File: src/rtl/pcs_gray_pkg.sv
// Shared Gray-code helpers for the PCS pointer and timer counters.
// Latency: none (functions and constants only).
// Backpressure: none.
//
// Contents:
//   GRAY_MAX_W  widest counter the helpers support; counters check WIDTH against it
//   gray_word_t helper word, GRAY_MAX_W bits; narrower values are zero-extended
//   bin2gray    binary -> Gray
//   gray2bin    Gray -> binary (MSB-first XOR prefix)
package pcs_gray_pkg;

   localparam int GRAY_MAX_W = 16;

   typedef logic [GRAY_MAX_W-1:0] gray_word_t;

   // Zero-extension is harmless: leading zeros map to leading zeros in either direction.
   function automatic gray_word_t bin2gray(input gray_word_t b);
      return b ^ (b >> 1);
   endfunction

   function automatic gray_word_t gray2bin(input gray_word_t g);
      gray_word_t b;
      b = '0;
      b[GRAY_MAX_W-1] = g[GRAY_MAX_W-1];
      for (int i = GRAY_MAX_W - 2; i >= 0; i--) begin
         b[i] = b[i+1] ^ g[i];
      end
      return b;
   endfunction

endpackage

File: src/rtl/gray_to_bin.sv
// Combinational Gray -> binary decoder used on the counter's load path.
// Latency: 0 cycles (pure XOR prefix chain, MSB to LSB).
// Backpressure: none.
//
// Ports:
//   gray  in  WIDTH  Gray-coded value
//   bin   out WIDTH  binary equivalent
module gray_to_bin #(
   parameter int WIDTH = 5
) (
   input  logic [WIDTH-1:0] gray,
   output logic [WIDTH-1:0] bin
);

   // bin[i] is the XOR of all Gray bits at or above i; each stage reuses the one above.
   always_comb begin
      bin = '0;
      bin[WIDTH-1] = gray[WIDTH-1];
      for (int i = WIDTH - 2; i >= 0; i--) begin
         bin[i] = bin[i+1] ^ gray[i];
      end
   end

endmodule

File: src/rtl/gray_counter_param.sv
// Parametrised Gray-code counter (up/down, sync load, wrap pulse) for CDC pointers and timers.
// Latency: 1 clk from sampled controls to gray_out/bin_out/wrap (all registered, no comb paths).
// Backpressure: none; enable=0 simply holds the count.
//
// Ports:
//   clk        in   1      clock, all logic on posedge
//   reset_n    in   1      synchronous active-low reset, overrides load/enable
//   enable     in   1      advance one step this cycle
//   up_dn      in   1      1 = up, 0 = down (only looked at with enable=1)
//   load       in   1      load load_gray this cycle (beats enable)
//   load_gray  in   WIDTH  Gray value to load
//   gray_out   out  WIDTH  registered Gray count
//   bin_out    out  WIDTH  registered binary count, always in step with gray_out
//   wrap       out  1      one-cycle pulse the cycle after a wrap step
//   sat        out  1      only when GRAY_CNT_SAT_EN is defined: count pinned at an end
//
// Build option GRAY_CNT_SAT_EN: steps past either end hold the count instead of wrapping,
// wrap stays 0 and the sat port is present.
module gray_counter_param
   import pcs_gray_pkg::*;
#(
   parameter int WIDTH     = 5,
   parameter int RESET_BIN = 0
) (
   input  logic             clk,
   input  logic             reset_n,
   input  logic             enable,
   input  logic             up_dn,
   input  logic             load,
   input  logic [WIDTH-1:0] load_gray,
   output logic [WIDTH-1:0] gray_out,
   output logic [WIDTH-1:0] bin_out,
`ifdef GRAY_CNT_SAT_EN
   output logic             sat,
`endif
   output logic             wrap
);

   generate
      if (WIDTH < 2 || WIDTH > GRAY_MAX_W) begin : g_bad_width
         $error("gray_counter_param: WIDTH must be in 2..GRAY_MAX_W");
      end
   endgenerate

   localparam logic [WIDTH-1:0] CNT_MAX  = {WIDTH{1'b1}};
   localparam logic [WIDTH-1:0] CNT_MIN  = '0;
   localparam logic [WIDTH-1:0] RST_BIN  = WIDTH'(RESET_BIN);
   localparam logic [WIDTH-1:0] RST_GRAY = WIDTH'(bin2gray(gray_word_t'(RESET_BIN)));

   logic [WIDTH-1:0] bin_q;
   logic [WIDTH-1:0] gray_q;
   logic             wrap_q;
   logic [WIDTH-1:0] load_bin;
   logic [WIDTH-1:0] bin_nxt;
   logic [WIDTH-1:0] gray_nxt;
   logic             wrap_nxt;
`ifdef GRAY_CNT_SAT_EN
   logic             sat_q;
   logic             sat_nxt;
`endif

   gray_to_bin #(
      .WIDTH (WIDTH)
   ) u_load_dec (
      .gray (load_gray),
      .bin  (load_bin)
   );

   // Next binary count and flags: load > enable > hold.
   always_comb begin
      bin_nxt  = bin_q;
      wrap_nxt = 1'b0;
`ifdef GRAY_CNT_SAT_EN
      sat_nxt  = sat_q;
`endif
      if (load) begin
         bin_nxt = load_bin;
`ifdef GRAY_CNT_SAT_EN
         sat_nxt = 1'b0;
`endif
      end else if (enable) begin
         if (up_dn) begin
            if (bin_q == CNT_MAX) begin
`ifdef GRAY_CNT_SAT_EN
               sat_nxt  = 1'b1;
`else
               bin_nxt  = CNT_MIN;
               wrap_nxt = 1'b1;
`endif
            end else begin
               bin_nxt = bin_q + WIDTH'(1);
`ifdef GRAY_CNT_SAT_EN
               sat_nxt = 1'b0;
`endif
            end
         end else begin
            if (bin_q == CNT_MIN) begin
`ifdef GRAY_CNT_SAT_EN
               sat_nxt  = 1'b1;
`else
               bin_nxt  = CNT_MAX;
               wrap_nxt = 1'b1;
`endif
            end else begin
               bin_nxt = bin_q - WIDTH'(1);
`ifdef GRAY_CNT_SAT_EN
               sat_nxt = 1'b0;
`endif
            end
         end
      end
   end

   // Gray is encoded from next-b so both views land on the same edge and never skew.
   always_comb begin
      gray_nxt = WIDTH'(bin2gray(gray_word_t'(bin_nxt)));
   end

   always_ff @(posedge clk) begin
      if (!reset_n) begin
         bin_q  <= RST_BIN;
         gray_q <= RST_GRAY;
         wrap_q <= 1'b0;
`ifdef GRAY_CNT_SAT_EN
         sat_q  <= 1'b0;
`endif
      end else begin
         bin_q  <= bin_nxt;
         gray_q <= gray_nxt;
         wrap_q <= wrap_nxt;
`ifdef GRAY_CNT_SAT_EN
         sat_q  <= sat_nxt;
`endif
      end
   end

   assign gray_out = gray_q;
   assign bin_out  = bin_q;
   assign wrap     = wrap_q;
`ifdef GRAY_CNT_SAT_EN
   assign sat      = sat_q;
`endif

endmodule

File: config.mk
export PLATFORM = sky130hd
export DESIGN_NAME = gray_counter_param
export DESIGN_NICKNAME = d
export VERILOG_FILES = /design/src/rtl/pcs_gray_pkg.sv /design/src/rtl/gray_to_bin.sv /design/src/rtl/gray_counter_param.sv
export SDC_FILE = /design/constraint.sdc
export NUM_CORES = 1
export LEC_CHECK = 0
export ABC_CLOCK_PERIOD_IN_PS = 2450
export CAP_MARGIN = 20
export CORE_AREA = 3 3 45 47
export CTS_CLUSTER_DIAMETER = 30
export DETAILED_ROUTE_END_ITERATION = 8
export DIE_AREA = 0 0 48 50
export PLACE_DENSITY_LB_ADDON = 0.15
export SLEW_MARGIN = 10
export SYNTH_ARGS = -nofsm -noshare
export SYNTH_HDL_FRONTEND = slang
export SYNTH_HIERARCHICAL = 1
export SYNTH_SLANG_ARGS = --single-unit
File: constraint.sdc
create_clock -name clk -period 2.45 [get_ports clk]
set_input_delay 0.49 -clock clk [delete_from_list [all_inputs] [get_ports clk]]
set_output_delay 0.49 -clock clk [all_outputs]
set_load 0.05 [all_outputs]
==> reports/qor.yml, run 1 <==
clock_network:
  cts.sinks: 10
  cts_root_buffer: "clkbuf_4"
  postCtsHoldBufs: 0
  post_cts_resized: 0
  htreeDepth: 1
  postCtsSetupRepairBufs: 0
  cts_max_path_buffers: 2
  clk_pin_slew_worst_paths_ns: 0.06
  clock_latency_ns: 0.26
  tritoncts: "yes"
  cts_inserted_buffers: 3
setup_path:
  crit_path_max_incr_delay_ns: 0.45
  crit_fanout: 4
  arrival_ns: 2.32
  path_delay_family: "compound AO/OA/AOI/OAI gates"
  worst-path-stages: 8
  worstPathCellList: "ha_1 -> and3_1 -> ha_1 -> nor2b_1 -> a21oi_1 -> o311ai_1 -> nor2b_1 -> mux2_2"
  path_class: "reg -> reg"
  worst_path_max_delay_cell: "o311ai_1"
  critPathBufInv: 0
  endpoint_kind: "flip-flop"
  reg2reg_depth: 8
  cp.required_ns: 2.60
  cp-start-kind: "flip-flop"
routing:
  ant_nets: 0
  drt-total-wl_mm: 1.72
  drc: 0
  viasPerCell: 5.38
  drt_iter0_markers: 16
  dr_total_vias: 678
  drt_pass1_iterations: 4
  wl_per_cell_um: 13.7
timing:
  rsz0062_at_grt: "no"
  tns_ns: 0
  fin_crit_sh_pct: 88.4
  tightest_slew_ns: 0.501
  maxSlewViolCount: 0
  finalCriticalPeriod_ns: 2.17
  worst_slack_ns: 0.284
  skew_ns: 0.00400
  relSlewSlack_pct: 66.5
  hold_viol: 0
  whs_ns: 0.844
  max_freq_mhz: 462
  final-setup-viol-count: 0
synth:
  synthFlopType: "dfxtp_1"
  async_reset_ff_share_pct: 0
  netlist.area_leader.share_pct: 27.0
  synth.area.top_cells: "dfxtp_1 27%, and2_1 5.9%, ha_1 5.1%"
  yosysWarnings: 6
  yosysTopAreaCell: "dfxtp_1"
  synth_edf_count: 0
  synth_fp_nets: 100
  yosysUniqueCellTypes: 37
  ys_seq_area_share_pct: 27.0
  ys_ff_latch: 10
  synth_cells: 87
  avgSynthCellArea_sq_um: 8.51
  netlist_area_sq_um: 741
pwr:
  p_sw_uw: 233
  combinationalPowerShare_pct: 45.1
  intPower_uw: 392
  peakVddDrop_uv: 370
  leakagePower_nw: 0.406
  sequentialPowerShare_pct: 31.7
  power_density_nw_per_um2: 633
  switching_share_pct: 37.3
  clockPowerShare_pct: 23.2
global_route:
  grt_pass1_wl_mm: 2.93
  first_global_vias: 654
  grtUsageTotal_pct: 16.9
  antenna_found_initial: 0
  overflow: 0
  grt_max_degree: 12
place:
  place_area_sq_um: 951
  dpl_worst_slack_ns: 0.166
  gp_congestion: 0.836
  io_buffer_count: 20
  dp_hpwl_mm: 1.36
layout:
  n_antenna_cell: 0
  multiInputGateArea_sq_um: 477
  fill_cells: 168
  regArea_sq_um: 200
  area.growth.synth_to_final_pct: 33.3
  drive_above_1_share_pct: 11.9
  final_common_cell: "clkdlybuf4s50_1"
  final_area_sq_um: 987
  final_nets: 123
  mostFrequentLayoutCells: "20 x clkdlybuf4s50_1, 10 x dfxtp_1, 7 x nand2_1, 7 x and2_1, 6 x inv_1"
die:
  pin_count: 21
  start_util_pct: 43.9
  core.rowCount: 15
  fp.coreArea_sq_um: 1690
  die_h_um: 50
  floorplan.die_area_sq_um: 2400
  die_x_um: 48
worst_hold_path:
  hp-class: "reg -> reg"
  hold_depth: 3
outcome:
  status: "complete, no violations"
run:
  drv_cap: 0
[logic make-up after synthesis]
family / count (synthesis) / share of synthesized area [%]
and+or+nand+nor: 35 / 26.4
AOI/OAI and AO/OA: 17 / 17.6
buffers and inverters: 12 / 8.61
DFF: 10 / 27.0
xor gates and xnor gates: 8 / 12.3
adders and majority gates: 3 / 5.07
muxes: 2 / 3.04
[state kept, by name, summed over array words and instances, names as in the netlist]
signal / cells
bin_out: 5
gray_out: 4
wrap: 1
[cells in the mapped netlist, types with 2 or more instances]
cell       n
inv_1      6
buf_4      2
nand2_1    7
nor2b_1    5
buf_2      3
nor3_1     2
o21ai_0    3
ha_1       3
nor2_1     5
dfxtp_1   10
xnor2_1    3
and2_1     7
xor2_1     3
a311oi_1   2
mux2_2     2
nor3b_1    2
a21oi_1    2
[worst register-to-register path, stage by stage, from the launching register on]
cell and delay [ns]:
dfxtp_1 0.32, ha_1 0.22, and3_1 0.19, ha_1 0.22
nor2b_1 0.20, a21oi_1 0.10, o311ai_1 0.45, nor2b_1 0.09
mux2_2 0.27
[final cells by class]
type / count / area share (%)
timing repair buffer: 24 / 23.3
tap: 17 / 2.15
multi-input combinational: 65 / 48.3
clock buffer: 4 / 3.68
sequential: 10 / 20.3
inverter: 6 / 2.28
[path summary, 6_finish.rpt]
check                  start     endpoint  slack (ns)
setup / recovery  bin_out[1]  gray_out[2]        0.28
hold / removal    bin_out[2]         wrap        0.84
setup reg to reg  bin_out[1]  gray_out[2]        0.28
hold reg to reg   bin_out[2]         wrap        0.84
[power by group through the flow]
stage / Sequential (mW) / Clock, mW / Combinational [mW]
floorplan: 0.273 / 0 / 0.124
global placement: 0.201 / 0 / 0.279
detailed placement: 0.202 / 0 / 0.282
CTS: 0.198 / 0.150 / 0.284
global route: 0.201 / 0.156 / 0.304
finish: 0.198 / 0.145 / 0.282
[routing by layer]
layer / track usage (%) / up-vias / part of all wire (%)
met5: 0 / - / 0
met4: 9.42 / 0 / 1.1
met3: 2.19 / 2 / 3.0
met2: 25.1 / 15 / 49
met1: 22.6 / 320 / 47
li1: - / 341 / -
[stage by stage]
step	instances	utilization (%)	power [mW]
after floorplan	87	-	0.397
after global placement	122	56.3	0.480
after detailed placement	122	56.3	0.484
after CTS	126	58.4	0.633
after global routing	126	58.4	0.661
final	126	58.4	0.625
Note: power is estimated with default switching activity, not from simulation.
==> run 2: changes to the inputs <==
CORE_AREA = 2 2 44 46   (was 3 3 45 47)
DIE_AREA = 0 0 46 48   (was 0 0 48 50)
==> reports/qor.yml, run 2 (synthesized netlist as in run 1, its figures left out) <==
timing:
  tightest_slew_ns: 0.495  # -0.00655 ns
  hold_viol: 0  # unchanged
  skew_ns: 0.00505  # +0.00105 ns
  maxSlewViolCount: 0  # unchanged
  tns_ns: 0  # unchanged
  final-setup-viol-count: 0  # unchanged
  finalCriticalPeriod_ns: 2.18  # +0.0109 ns
  fin_crit_sh_pct: 88.9  # +0.45 points
  relSlewSlack_pct: 66.9  # +0.44 points
  max_freq_mhz: 459  # -0.50%
  rsz0062_at_grt: "no"
clock_network:
  post_cts_resized: 0  # unchanged
  tritoncts: "yes"
  cts_inserted_buffers: 3  # unchanged
  htreeDepth: 1  # unchanged
  clk_pin_slew_worst_paths_ns: 0.06  # about the same
  postCtsSetupRepairBufs: 0  # unchanged
  cts.sinks: 10  # unchanged
  cts_root_buffer: "clkbuf_4"
  postCtsHoldBufs: 0  # unchanged
  clock_latency_ns: 0.26  # about the same
  cts_max_path_buffers: 2  # unchanged
worst_hold_path:
  hp-class: "reg -> reg"
  min_from: "bin_out[4]"
setup_path:
  cp.required_ns: 2.60  # about the same
  endpoint_kind: "flip-flop"
  reg2reg_from: "bin_out[0]"
  cp-startpoint: "bin_out[0]"
  cp-start-kind: "flip-flop"
  path_class: "reg -> reg"
  crit_fanout: 4  # unchanged
  arrival_ns: 2.33  # about the same
global_route:
  first_global_vias: 638  # -2.4%
  antenna_found_initial: 0  # unchanged
  grt_max_degree: 12  # unchanged
  overflow: 0  # unchanged
  grt_pass1_wl_mm: 2.63  # -10%
  grtUsageTotal_pct: 16.8  # -0.085 points
routing:
  viasPerCell: 5.44  # +1.1%
  drc: 0  # unchanged
  drt_iter0_markers: 11  # -5
  drt_pass1_iterations: 4  # unchanged
  drt-total-wl_mm: 1.57  # -8.7%
  wl_per_cell_um: 12.4  # -9.4%
  ant_nets: 0  # unchanged
  dr_total_vias: 691  # +1.9%
pwr:
  p_sw_uw: 229  # -1.9%
  combinationalPowerShare_pct: 45.6  # +0.5 points
  intPower_uw: 394  # +0.46%
  clockPowerShare_pct: 23.0  # -0.2 points
  peakVddDrop_uv: 478  # +29%
  power.total_uw: 623  # -0.40%
  switching_share_pct: 36.7  # -0.54 points
  sequentialPowerShare_pct: 31.3  # -0.4 points
  power_density_nw_per_um2: 626  # -1.2%
  leakagePower_nw: 0.412  # +1.3%
place:
  dp_hpwl_mm: 1.26  # -7.4%
  io_buffer_count: 20  # unchanged
  gp_congestion: 0.830  # -0.68%
  place_area_sq_um: 958  # +0.79%
die:
  die_x_um: 46  # -4.2%
  start_util_pct: 43.9  # unchanged
  pin_count: 21  # unchanged
  core.rowCount: 15  # unchanged
  fp.coreArea_sq_um: 1690  # unchanged
  floorplan.die_area_sq_um: 2210  # -8.0%
  die_h_um: 48  # -4.0%
layout:
  mostFrequentLayoutCells: "20 x clkdlybuf4s50_1, 10 x dfxtp_1, 7 x nand2_1, 7 x and2_1, 6 x inv_1"
  area.growth.synth_to_final_pct: 34.3
  fill_cells: 157  # -6.5%
  n_antenna_cell: 0  # unchanged
  final_area_sq_um: 995  # +0.76%
  final_common_cell: "clkdlybuf4s50_1"
  largest_reg_flops: 5  # unchanged
  final_nets: 124  # +0.81%
  drive_above_1_share_pct: 12.7  # +0.80 points
outcome:
  status: "complete, no violations"
run:
  drv_cap: 0  # unchanged
## run 2: cell count changes in the layout (fill, tap and decap cells not counted), sizes merged
cell  delta
buf      +1
## run 2: path summary, 6_finish.rpt
path	to	slack (ns)	cells past startpoint
worst min-delay path	bin_out[4]	0.83	3
worst min register to register	bin_out[4]	0.83	3
worst max-delay path	gray_out[2]	0.27	8
worst max register to register	gray_out[2]	0.27	8
## run 2: critical path, stage by stage, from the launching register on
cell	delay [ns]
dfxtp_1	0.32
ha_1	0.23
and3_1	0.19
ha_1	0.22
nor2b_1	0.21
a21oi_1	0.11
o311ai_1	0.44
nor2b_1	0.09
mux2_2	0.27
## run 2: metal layers
metal  track usage [%]  vias to the layer above  wire length [um]
met3              2.26                        4                44
met2              26.9                       17               744
met1              21.2                      322               749
met4              10.9                        0                34
met5                 0                        -                 0
li1                  -                      348                 -
## run 2: cell type report
cell class	count	area, sq um	share of cell area, %
multi-input cells	65	477	47.9
flip-flops and latches	10	200	20.1
clock buffers	4	36.3	3.65
inverters	6	22.5	2.26
well taps	17	21.3	2.14
repair buffers	25	238	23.9
## run 2: metrics by stage
step / util, % / std cells / hold WS, ns / setup slack, ns
4_1_cts: 58.9 / 127 / 0.843 / 0.271
5_1_grt: 58.9 / 127 / 0.897 / 0.103
2_1_floorplan: - / 87 / 0.612 / 0.177
6_report: 58.9 / 127 / 0.826 / 0.273
3_3_place_gp: 56.7 / 123 / 0.812 / 0.180
3_5_place_dp: 56.7 / 123 / 0.820 / 0.164
## run 2: power by group through the flow
stage / clock (mW) / sequential, mW / combinational [mW]
after floorplan: 0 / 0.273 / 0.124
after global placement: 0 / 0.198 / 0.283
after detailed placement: 0 / 0.199 / 0.285
after CTS: 0.147 / 0.196 / 0.287
after global routing: 0.157 / 0.198 / 0.306
final: 0.143 / 0.195 / 0.284
==> run 3: changes to the inputs <==
CELL_PAD_IN_SITES_DETAIL_PLACEMENT = 0   (was unset)
CELL_PAD_IN_SITES_GLOBAL_PLACEMENT = 1   (was unset)
CORE_AREA = 2 2 51 53   (was 2 2 44 46)
DIE_AREA = 0 0 53 55   (was 0 0 46 48)
==> reports/qor.yml, run 3 (synthesized netlist as in run 1, its figures left out) <==
outcome:
  status: "complete, no violations"
pwr:
  leakagePower_nw: 0.419  # +1.8%
  peakVddDrop_uv: 416  # -13%
  power_density_nw_per_um2: 577  # -7.8%
timing:
  skew_ns: 0.000622  # -0.00443 ns
  fin_crit_sh_pct: 86.4  # -2.5 points
  tightest_slew_ns: 0.498  # +0.00291 ns
  finalCriticalPeriod_ns: 2.12  # -0.0604 ns
  rsz0062_at_grt: "no"
  maxSlewViolCount: 0  # unchanged
  hold_viol: 0  # unchanged
  relSlewSlack_pct: 66.7  # -0.19 points
  max_freq_mhz: 472  # +2.9%
  tns_ns: 0  # unchanged
  final-setup-viol-count: 0  # unchanged
layout:
  layout.cells.non_filler: 142  # +12%
  largest_reg_flops: 5  # unchanged
  mostFrequentLayoutCells: "20 x clkdlybuf4s50_1, 10 x dfxtp_1, 8 x buf_4"
  n_antenna_cell: 0  # unchanged
  final_nets: 127  # +2.4%
  area.growth.synth_to_final_pct: 37.7
  drive_above_1_share_pct: 14.3  # +1.6 points
  final_util_pct: 43.1  # -16 points
  final_common_cell: "clkdlybuf4s50_1"
setup_path:
  crit_path_max_incr_delay_ns: 0.87  # +0.43 ns
  worst_path_max_delay_cell: "clkdlybuf4s50_1"
  arrival_ns: 1.63  # -0.70 ns
  cp-start-kind: "flip-flop"
  path_class: "reg -> out"
  endpoint_kind: "primary output"
  path_delay_family: "buffers and inverters"
  cp.required_ns: 1.96  # -0.64 ns
  rrSetupSlack_ns: 0.35  # +0.08 ns
  critPathBufInv: 1  # +1
  crit_fanout: 8  # +4
  worstPathCellList: "clkdlybuf4s50_1"
die:
  fp.coreArea_sq_um: 2360  # +40%
  die_x_um: 53  # +15%
  floorplan.die_area_sq_um: 2920  # +32%
  die_h_um: 55  # +15%
  start_util_pct: 31.3  # -13 points
  pin_count: 21  # unchanged
  core.rowCount: 18  # +3
clock_network:
  postCtsHoldBufs: 0  # unchanged
  cts_root_buffer: "clkbuf_4"
  post_cts_resized: 0  # unchanged
  cts_max_path_buffers: 2  # unchanged
  tritoncts: "yes"
  htreeDepth: 1  # unchanged
  clock_latency_ns: 0.25  # about the same
  clk_pin_slew_worst_paths_ns: 0.06  # about the same
  cts.sinks: 10  # unchanged
  cts_inserted_buffers: 3  # unchanged
  postCtsSetupRepairBufs: 0  # unchanged
routing:
  drt-total-wl_mm: 1.74  # +10%
  drt_iter0_markers: 7  # -4
  ant_nets: 0  # unchanged
  met1Wirelength_um: 809  # +8.0%
  drc: 0  # unchanged
  drt_pass1_iterations: 4  # unchanged
  top_layer: "met3"
  met3_length_um: 69  # +57%
  dr_total_vias: 688  # -0.43%
  viasPerCell: 4.85  # -11%
  wl_met2_um: 857  # +15%
  wl_per_cell_um: 12.2  # -1.3%
global_route:
  antenna_found_initial: 0  # unchanged
  grt_max_degree: 11  # -1
  first_global_vias: 643  # +0.78%
  grt_pass1_wl_mm: 2.83  # +7.6%
  grtUsageTotal_pct: 13.5  # -3.3 points
  overflow: 0  # unchanged
run:
  drv_cap: 0  # unchanged
place:
  io_buffer_count: 20  # unchanged
  dp.cells: 139  # +13%
  dp_hpwl_mm: 1.40  # +11%
  gp_congestion: 0.822  # -1.1%
worst_hold_path:
  hp-class: "reg -> reg"
-- run 3: changes by cell type in the layout (fill, tap and decap cells not counted), sizes merged --
cell / before / now
clkbuf: 4 / 3
buf: 5 / 8
-- run 3: power breakdown --
| group | switching, mW | internal, mW | leakage, nW |
|---|---|---|---|
| logic | 0.165 | 0.124 | 0.322 |
| registers | 0.0123 | 0.183 | 0.0829 |
| clock network | 0.0482 | 0.0563 | 0.0138 |
| total | 0.226 | 0.363 | 0.419 |
-- run 3: routing by layer --
metal  vias up  global-route usage [%]
met5         -                       0
met4         0                    1.28
met3         0                    4.03
met2        18                    24.4
met1       321                    16.5
li1        349                       -
-- run 3: area by class of cell --
class | instances | area [sq um]
multi-input combinational | 65 | 477
clock buffer | 3 | 22.5
tap | 30 | 37.5
timing repair buffer | 28 | 260
sequential | 10 | 200
inverter | 6 | 22.5
fill | 248 | 1350
-- run 3: path summary, 6_finish.rpt --
path              cells after the start        from     endpoint
setup / recovery                      1  bin_out[4]   bin_out[4]
setup reg to reg                      8  bin_out[0]  gray_out[2]
hold / removal                        4  bin_out[3]         wrap
hold reg to reg                       4  bin_out[3]         wrap
-- run 3: through the flow --
step / hold slack, ns / setup WS (ns) / instance area, sq um / total power, mW
5_1_grt: 0.886 / 0.114 / 1020 / 0.632
4_1_cts: 0.833 / 0.310 / 1020 / 0.598
3_3_place_gp: 0.816 / 0.179 / 997 / 0.490
6_report: 0.828 / 0.333 / 1020 / 0.589
2_1_floorplan: 0.612 / 0.177 / 741 / 0.397
3_5_place_dp: 0.827 / 0.165 / 997 / 0.491
